===== config.mk =====
export PLATFORM = sky130hd
export DESIGN_NAME = nibble_pair_loader
export DESIGN_NICKNAME = d
export VERILOG_FILES = /design/src/rtl/nibble_pair_loader.sv
export SDC_FILE = /design/constraint.sdc
export NUM_CORES = 1
export LEC_CHECK = 0
export ABC_AREA = 1
export CELL_PAD_IN_SITES_DETAIL_PLACEMENT = 1
export CELL_PAD_IN_SITES_GLOBAL_PLACEMENT = 2
export CORE_ASPECT_RATIO = 0.8
export CORE_MARGIN = 5
export CORE_UTILIZATION = 28
export DETAILED_ROUTE_END_ITERATION = 8
export PLACE_DENSITY_LB_ADDON = 0.1
export REMOVE_ABC_BUFFERS = 1
export SLEW_MARGIN = 20
export SYNTH_ARGS = -nofsm -noshare
export SYNTH_HDL_FRONTEND = slang
export SYNTH_SLANG_ARGS = --single-unit

===== constraint.sdc =====
create_clock -name clk -period 1.93 [get_ports clk]
set_input_delay 0.386 -clock clk [delete_from_list [all_inputs] [get_ports clk]]
set_output_delay 0.386 -clock clk [all_outputs]
set_load 0.01 [all_outputs]

===== src/rtl/nibble_pair_loader.sv =====
// Captures two nibbles from a shared switch bus on rising load edges and presents
// the pair {In1, In0} downstream with a valid/ready handshake.
module nibble_pair_loader #(
   parameter int unsigned CNT_W    = 8,
   parameter bit          LO_FIRST = 1'b1
) (
   input  logic             clk,
   input  logic             rst,
   input  logic [3:0]       nib_in,
   input  logic             load,
   input  logic             flush,
   input  logic             out_ready,
   output logic [3:0]       In0,
   output logic [3:0]       In1,
   output logic             out_valid,
   output logic [1:0]       state,
   output logic [CNT_W-1:0] pair_cnt,
   output logic             overrun
);

   typedef enum logic [1:0] {
      StEmpty = 2'b00,
      StHalf  = 2'b01,
      StFull  = 2'b10
   } st_e;

   st_e              state_q, state_d;
   logic [3:0]       in0_q, in0_d;
   logic [3:0]       in1_q, in1_d;
   logic             valid_q, valid_d;
   logic [CNT_W-1:0] cnt_q, cnt_d;
   logic             overrun_q, overrun_d;
   logic             load_q;
   logic             ld_edge;

   // load_q resets high so a strobe held through reset release is not an edge
   assign ld_edge = load & ~load_q;

   always_ff @(posedge clk or posedge rst) begin
      if (rst) begin
         state_q   <= StEmpty;
         in0_q     <= 4'h0;
         in1_q     <= 4'h0;
         valid_q   <= 1'b0;
         cnt_q     <= '0;
         overrun_q <= 1'b0;
         load_q    <= 1'b1;
      end else begin
         state_q   <= state_d;
         in0_q     <= in0_d;
         in1_q     <= in1_d;
         valid_q   <= valid_d;
         cnt_q     <= cnt_d;
         overrun_q <= overrun_d;
         load_q    <= load;
      end
   end

   always_comb begin
      state_d   = state_q;
      in0_d     = in0_q;
      in1_d     = in1_q;
      cnt_d     = cnt_q;
      overrun_d = overrun_q;

      if (flush) begin
         state_d = StEmpty;
      end else begin
         case (state_q)
            StEmpty: begin
               if (ld_edge) begin
                  if (LO_FIRST) in0_d = nib_in;
                  else          in1_d = nib_in;
                  state_d = StHalf;
               end
            end
            StHalf: begin
               if (ld_edge) begin
                  if (LO_FIRST) in1_d = nib_in;
                  else          in0_d = nib_in;
                  state_d = StFull;
               end
            end
            StFull: begin
               // A load edge while full is dropped, even alongside a transfer
               if (ld_edge) overrun_d = 1'b1;
               if (valid_q && out_ready) begin
                  cnt_d   = cnt_q + CNT_W'(1);
                  state_d = StEmpty;
               end
            end
            default: state_d = StEmpty;
         endcase
      end

      valid_d = (state_d == StFull);
   end

   assign In0       = in0_q;
   assign In1       = in1_q;
   assign out_valid = valid_q;
   assign state     = state_q;
   assign pair_cnt  = cnt_q;
   assign overrun   = overrun_q;

endmodule


==> results of run 1 <==
-- routing by layer --
layer  global-route usage (%)  share of wire (%)
met3                     4.03                5.5
met2                     16.8                 47
met5                        0                  0
met1                     13.0                 46
met4                     3.93                1.7
-- worst max path at each step --
stage,start,end,slack (ns)
after floorplan,pair_cnt[0],pair_cnt[4],0.84
after global placement,load,In1[0],0.32
after detailed placement,load,In1[0],0.27
after CTS,pair_cnt[2],pair_cnt[2],0.20
after global routing,pair_cnt[2],pair_cnt[2],0.16
final,pair_cnt[2],pair_cnt[2],0.23
-- sequential cells by signal, summed over array words and instances, names as in the netlist --
| register | flops |
|---|---|
| In0 | 4 |
| pair_cnt | 8 |
| state | 2 |
| overrun | 1 |
| In1 | 4 |
| out_valid | 1 |
| load_q | 1 |
-- placed cells by master (no fill, tap or decap), drive strengths merged --
cell / netlist / final
nor2: 7 / 7
ha: 1 / 1
clkdlybuf4s50: 0 / 28
nand3b: 1 / 1
nand2: 36 / 36
nand3: 6 / 6
o21ai: 13 / 13
buf: 0 / 1
dfstp: 1 / 1
xor2: 1 / 1
a21o: 1 / 1
clkbuf: 0 / 3
clkinv: 0 / 1
inv: 13 / 13
dfrtp: 20 / 20
xnor2: 2 / 2
nand4: 1 / 1
-- cell type report --
cell class | instances | area share, %
Clock buffer | 3 | 3.08
Clock inverter | 1 | 0.373
Inverter | 13 | 3.83
Multi-Input combinational cell | 69 | 28.0
Sequential cell | 21 | 39.3
Tap cell | 42 | 3.92
Timing Repair Buffer | 29 | 21.5
-- metrics by stage --
step	cell area (um^2)	hold slack, ns	utilization (%)
floorplan	953	0.362	-
global placement	1290	0.445	38.6
detailed placement	1290	0.457	38.6
CTS	1340	0.464	40.0
global route	1340	0.475	40.0
finish	1340	0.456	40.0
-- report_power, final --
group / leakage [uW] / internal (uW) / total, uW / switching (uW)
logic: 0.000365 / 116 / 200 / 84.0
registers: 0.000278 / 487 / 515 / 28.0
clock network: 0.0000255 / 144 / 279 / 136
-- cell families (layout without fill, tap and decap cells) --
logic type / count (synthesis) / in the layout
xor+xnor: 3 / 3
compound gates: 14 / 14
fa+ha+maj: 1 / 1
buf+inv: 13 / 46
simple gates: 51 / 51
flops: 21 / 21
==> impl_metrics.ini, run 1 <==
[status]
run_status = finished, final reports clean

[final_layout]
antenna_cells = 0
syn2layout_area_growth_pct = 40.6
drive_gt1_share_pct = 13.2
multi_input_area_um2 = 375
fin_nets = 147
n_fill_cell = 400
final_cells = 178
regArea_um2 = 527

[timing]
max_freq_mhz = 587
setup_viol = 0
slew_headroom_pct = 82.2
rsz0062_at_grt = false
fin_worst_skew_ns = 0.00572
period_needed_ns = 1.70
setup_tns_ns = 0
post-route-period-util_pct = 88.3
finalWorstSetupSlack_ns = 0.227
tightestPinTransition_ns = 0.267
hold_viol = 0
slew_violations = 0

[placement]
gp_congestion = 0.653
place_hpwl_mm = 1.72
dp.cells = 174
portBuffers = 28
place_ws_ns = 0.271

[yosys]
synth-simple-area-share_pct = 27.7
synth_compound_area_share_pct = 7.61
synth_top_area_share_pct = 52.5
synth.most_common_cell = nand2_1
netlist-cell-type-count = 19
synth_top_family_by_area = simple AND/OR/NAND/NOR gates
avgSynthCellArea_um2 = 9.26
yosysSeqAreaShare_pct = 55.2
ys.flop_type = dfrtp_1
synth_area_leaders = dfrtp_1, nand2_1, o21ai_1, inv_1, nor2_2
synthTopCellsByCount = nand2_1, dfrtp_1, inv_1
synthArstFlopShare_pct = 100
syn_area_um2 = 953
synth_fa_ha_area_share_pct = 1.31
synth_edf_count = 0
synthMuxAreaShare_pct = 0
synthXorXnorAreaFrac_pct = 2.76
syn_inst = 103
synth.largest_area_cell = dfrtp_1
ys_ff_latch = 21
ys_warn_count = 0

[job]
max-cap-violations = 0

[die]
fp-row-count = 19
core-area_um2 = 3350
die_y_um = 62.2
die_x_um = 75.2
start_util_pct = 28.4
ios = 29
dieArea_um2 = 4680

[route]
num_vias = 777
drc = 0
dr.pass1.iters = 3
drt_iter0_drc = 14
wl_per_cell_um = 12.0
drtAntennaViolNets = 0
viasPerCell = 4.37
drt_wl_total_mm = 2.13

[grt]
antenna_found_initial = 0
grt_max_degree = 22
grt_pass1_wl_mm = 3.80
grt_pass1_vias = 825
overflow = 0
grt.total_usage_pct = 10.6

[setup_path]
critPathRequiredTime_ns = 1.54
cp_slowest_cell = clkdlybuf4s50_1
r2r_end = pair_cnt[4]
crit_cells = 1
r2r_slack_ns = 0.78
reg2reg_from = pair_cnt[0]
reg2regPathDepth = 4
path_cells = clkdlybuf4s50_1
path_buf_inv = 1
cp_top_family = buffers and inverters
end_kind = output port
slowest_delay_ns = 0.58
arrival_ns = 1.32
crit_path_start_kind = register
worst-setup-path-type = register to output port
crit_fanout = 6

[clock_network]
cts.sinks = 21
cts_setup_buffers = 0
clkTransAtPathRegs_ns = 0.07
cts_tree = built
cts_hold_buf = 0
insertion_delay_ns = 0.26
cts-root-buf = clkbuf_8
htreeDepth = 1
numCtsBuffers = 3
cts.repair.resized = 0
cts_buffer_depth = 2

[power]
total_power_uw = 995
leakage_uw = 0.000669
ir_worst_vdd_uv = 368
p_per_area_nw_per_um2 = 742

[worst_hold_path]
hp-class = primary input to async pin
Power figures use the tool's default switching activity.
==> run 2: changes to the inputs <==
--- a/config.mk
+++ b/config.mk
@@ -6,11 +6,12 @@
 export NUM_CORES = 1
 export LEC_CHECK = 0
 export ABC_AREA = 1
+export CAP_MARGIN = 20
 export CELL_PAD_IN_SITES_DETAIL_PLACEMENT = 1
 export CELL_PAD_IN_SITES_GLOBAL_PLACEMENT = 2
 export CORE_ASPECT_RATIO = 0.8
 export CORE_MARGIN = 5
-export CORE_UTILIZATION = 28
+export CORE_UTILIZATION = 26
 export DETAILED_ROUTE_END_ITERATION = 8
 export PLACE_DENSITY_LB_ADDON = 0.1
 export REMOVE_ABC_BUFFERS = 1
==> constraint.sdc (replaced) <==
create_clock -name clk -period 1.8 [get_ports clk]
set_input_delay 0.36 -clock clk [delete_from_list [all_inputs] [get_ports clk]]
set_output_delay 0.36 -clock clk [all_outputs]
set_load 0.01 [all_outputs]
==> run 2 against run 1 <==
Compared with the run above: clock skew increased by 0.0039 ns; global-route usage down 0.80 points; power increased by 8.0%; critical endpoint unchanged; largest power group unchanged.
==> impl_metrics.ini, run 2 (synthesized netlist as in run 1, its figures left out) <==
[final_layout]
drive_gt1_share_pct = 12.5
final_cell_mix = nand2_1, clkdlybuf4s50_1, dfrtp_1
final_common_cell = nand2_1
syn2layout_area_growth_pct = 40.4
largest_reg_flops = 8
fin_nets = 147
antenna_cells = 0
final_area_um2 = 1340
final_cells = 178
final_util_pct = 38.3

[grt]
grt.total_usage_pct = 9.85
antenna_found_initial = 0
grt_pass1_wl_mm = 3.87
overflow = 0
grt_max_degree = 22
grt_pass1_vias = 819

[clock_network]
cts_buffer_depth = 2
cts_setup_buffers = 0
cts.sinks = 21
htreeDepth = 1
cts.repair.resized = 0
clkTransAtPathRegs_ns = 0.08
cts-root-buf = clkbuf_8
insertion_delay_ns = 0.26
numCtsBuffers = 3
cts_hold_buf = 0
cts_tree = built

[power]
combPwrFrac_pct = 19.8
ir_worst_vdd_uv = 454
p_per_area_nw_per_um2 = 802
swShare_pct = 25.1
leakage_uw = 0.000667
seqPwrFrac_pct = 51.5
p_switching_uw = 269
total_power_uw = 1070
clockPowerShare_pct = 28.7
p_int_uw = 804

[route]
drc = 0
num_vias = 781
drt_iter0_drc = 8
wl_per_cell_um = 12.0
drtAntennaViolNets = 0
viasPerCell = 4.39
dr.pass1.iters = 2
drt_wl_total_mm = 2.14

[die]
start_util_pct = 27.3
core-area_um2 = 3490
ios = 29
die_y_um = 64.2
fp-row-count = 19
die_x_um = 77.7
dieArea_um2 = 4990

[timing]
tightestPinTransition_ns = 0.273
fin_worst_skew_ns = 0.00959
slew_headroom_pct = 81.8
period_needed_ns = 1.68
hold_viol = 0
setup_tns_ns = 0
setup_viol = 0
rsz0062_at_grt = false
max_freq_mhz = 597
slew_violations = 0
post-route-period-util_pct = 93.1

[setup_path]
slowest_delay_ns = 0.58
cp_slowest_cell = clkdlybuf4s50_1
end_kind = output port
crit_path_start_kind = register
path_cells = clkdlybuf4s50_1
path_buf_inv = 1
worst-setup-path-type = register to output port
cp_top_family = buffers and inverters
critPathRequiredTime_ns = 1.44
arrival_ns = 1.32
crit_fanout = 6

[job]
max-cap-violations = 0

[placement]
place_hpwl_mm = 1.69
gp_congestion = 0.663
portBuffers = 28
post_dp_cell_area_um2 = 1290
dp.cells = 174

[worst_hold_path]
hp-class = primary input to async pin

[status]
run_status = finished, final reports clean
run 2: changes by cell type in the layout (fill, tap and decap cells not counted), sizes merged:
cell / delta
clkinv: -1
clkbuf: +1
run 2: power by group through the flow:
stage | Clock, uW | Combinational, uW | Sequential, uW
3_5_place_dp | 0 | 218 | 563
3_3_place_gp | 0 | 216 | 560
6_report | 308 | 213 | 553
2_1_floorplan | 0 | 59.4 | 583
5_1_grt | 346 | 233 | 560
4_1_cts | 324 | 219 | 555
run 2: cell type report:
| cell class | instances | area, um^2 |
|---|---|---|
| clock buffer | 4 | 45.0 |
| sequential | 21 | 527 |
| tap | 42 | 52.6 |
| timing repair buffer | 29 | 288 |
| multi-input combinational | 69 | 375 |
| fill | 413 | 2160 |
| inverter | 13 | 51.3 |
run 2: final timing paths:
kind,startpoint,endpoint,slack [ns],cells after the start
max,pair_cnt[2],pair_cnt[2],0.12,1
min,rst,In0[1],0.43,3
max reg2reg,pair_cnt[0],pair_cnt[4],0.63,4
min reg2reg,overrun,overrun,0.47,1
max in group asynchronous,rst,load_q,1.10,3
min in group clk,overrun,overrun,0.47,1
run 2: layer usage:
metal  vias to the layer above  GRT usage (%)  part of all wire, %
li1                        388              -                    -
met1                       376           11.3                   46
met2                        15           15.8                   46
met5                         -              0                    0
met3                         2           4.63                  6.6
met4                         0           3.86                  1.1
run 2: stage by stage:
step                hold slack [ns]  setup WS [ns]
floorplan                     0.336          0.707
global placement              0.442          0.207
detailed placement            0.455          0.187
CTS                           0.440          0.103
global route                  0.449         0.0388
finish                        0.427          0.125
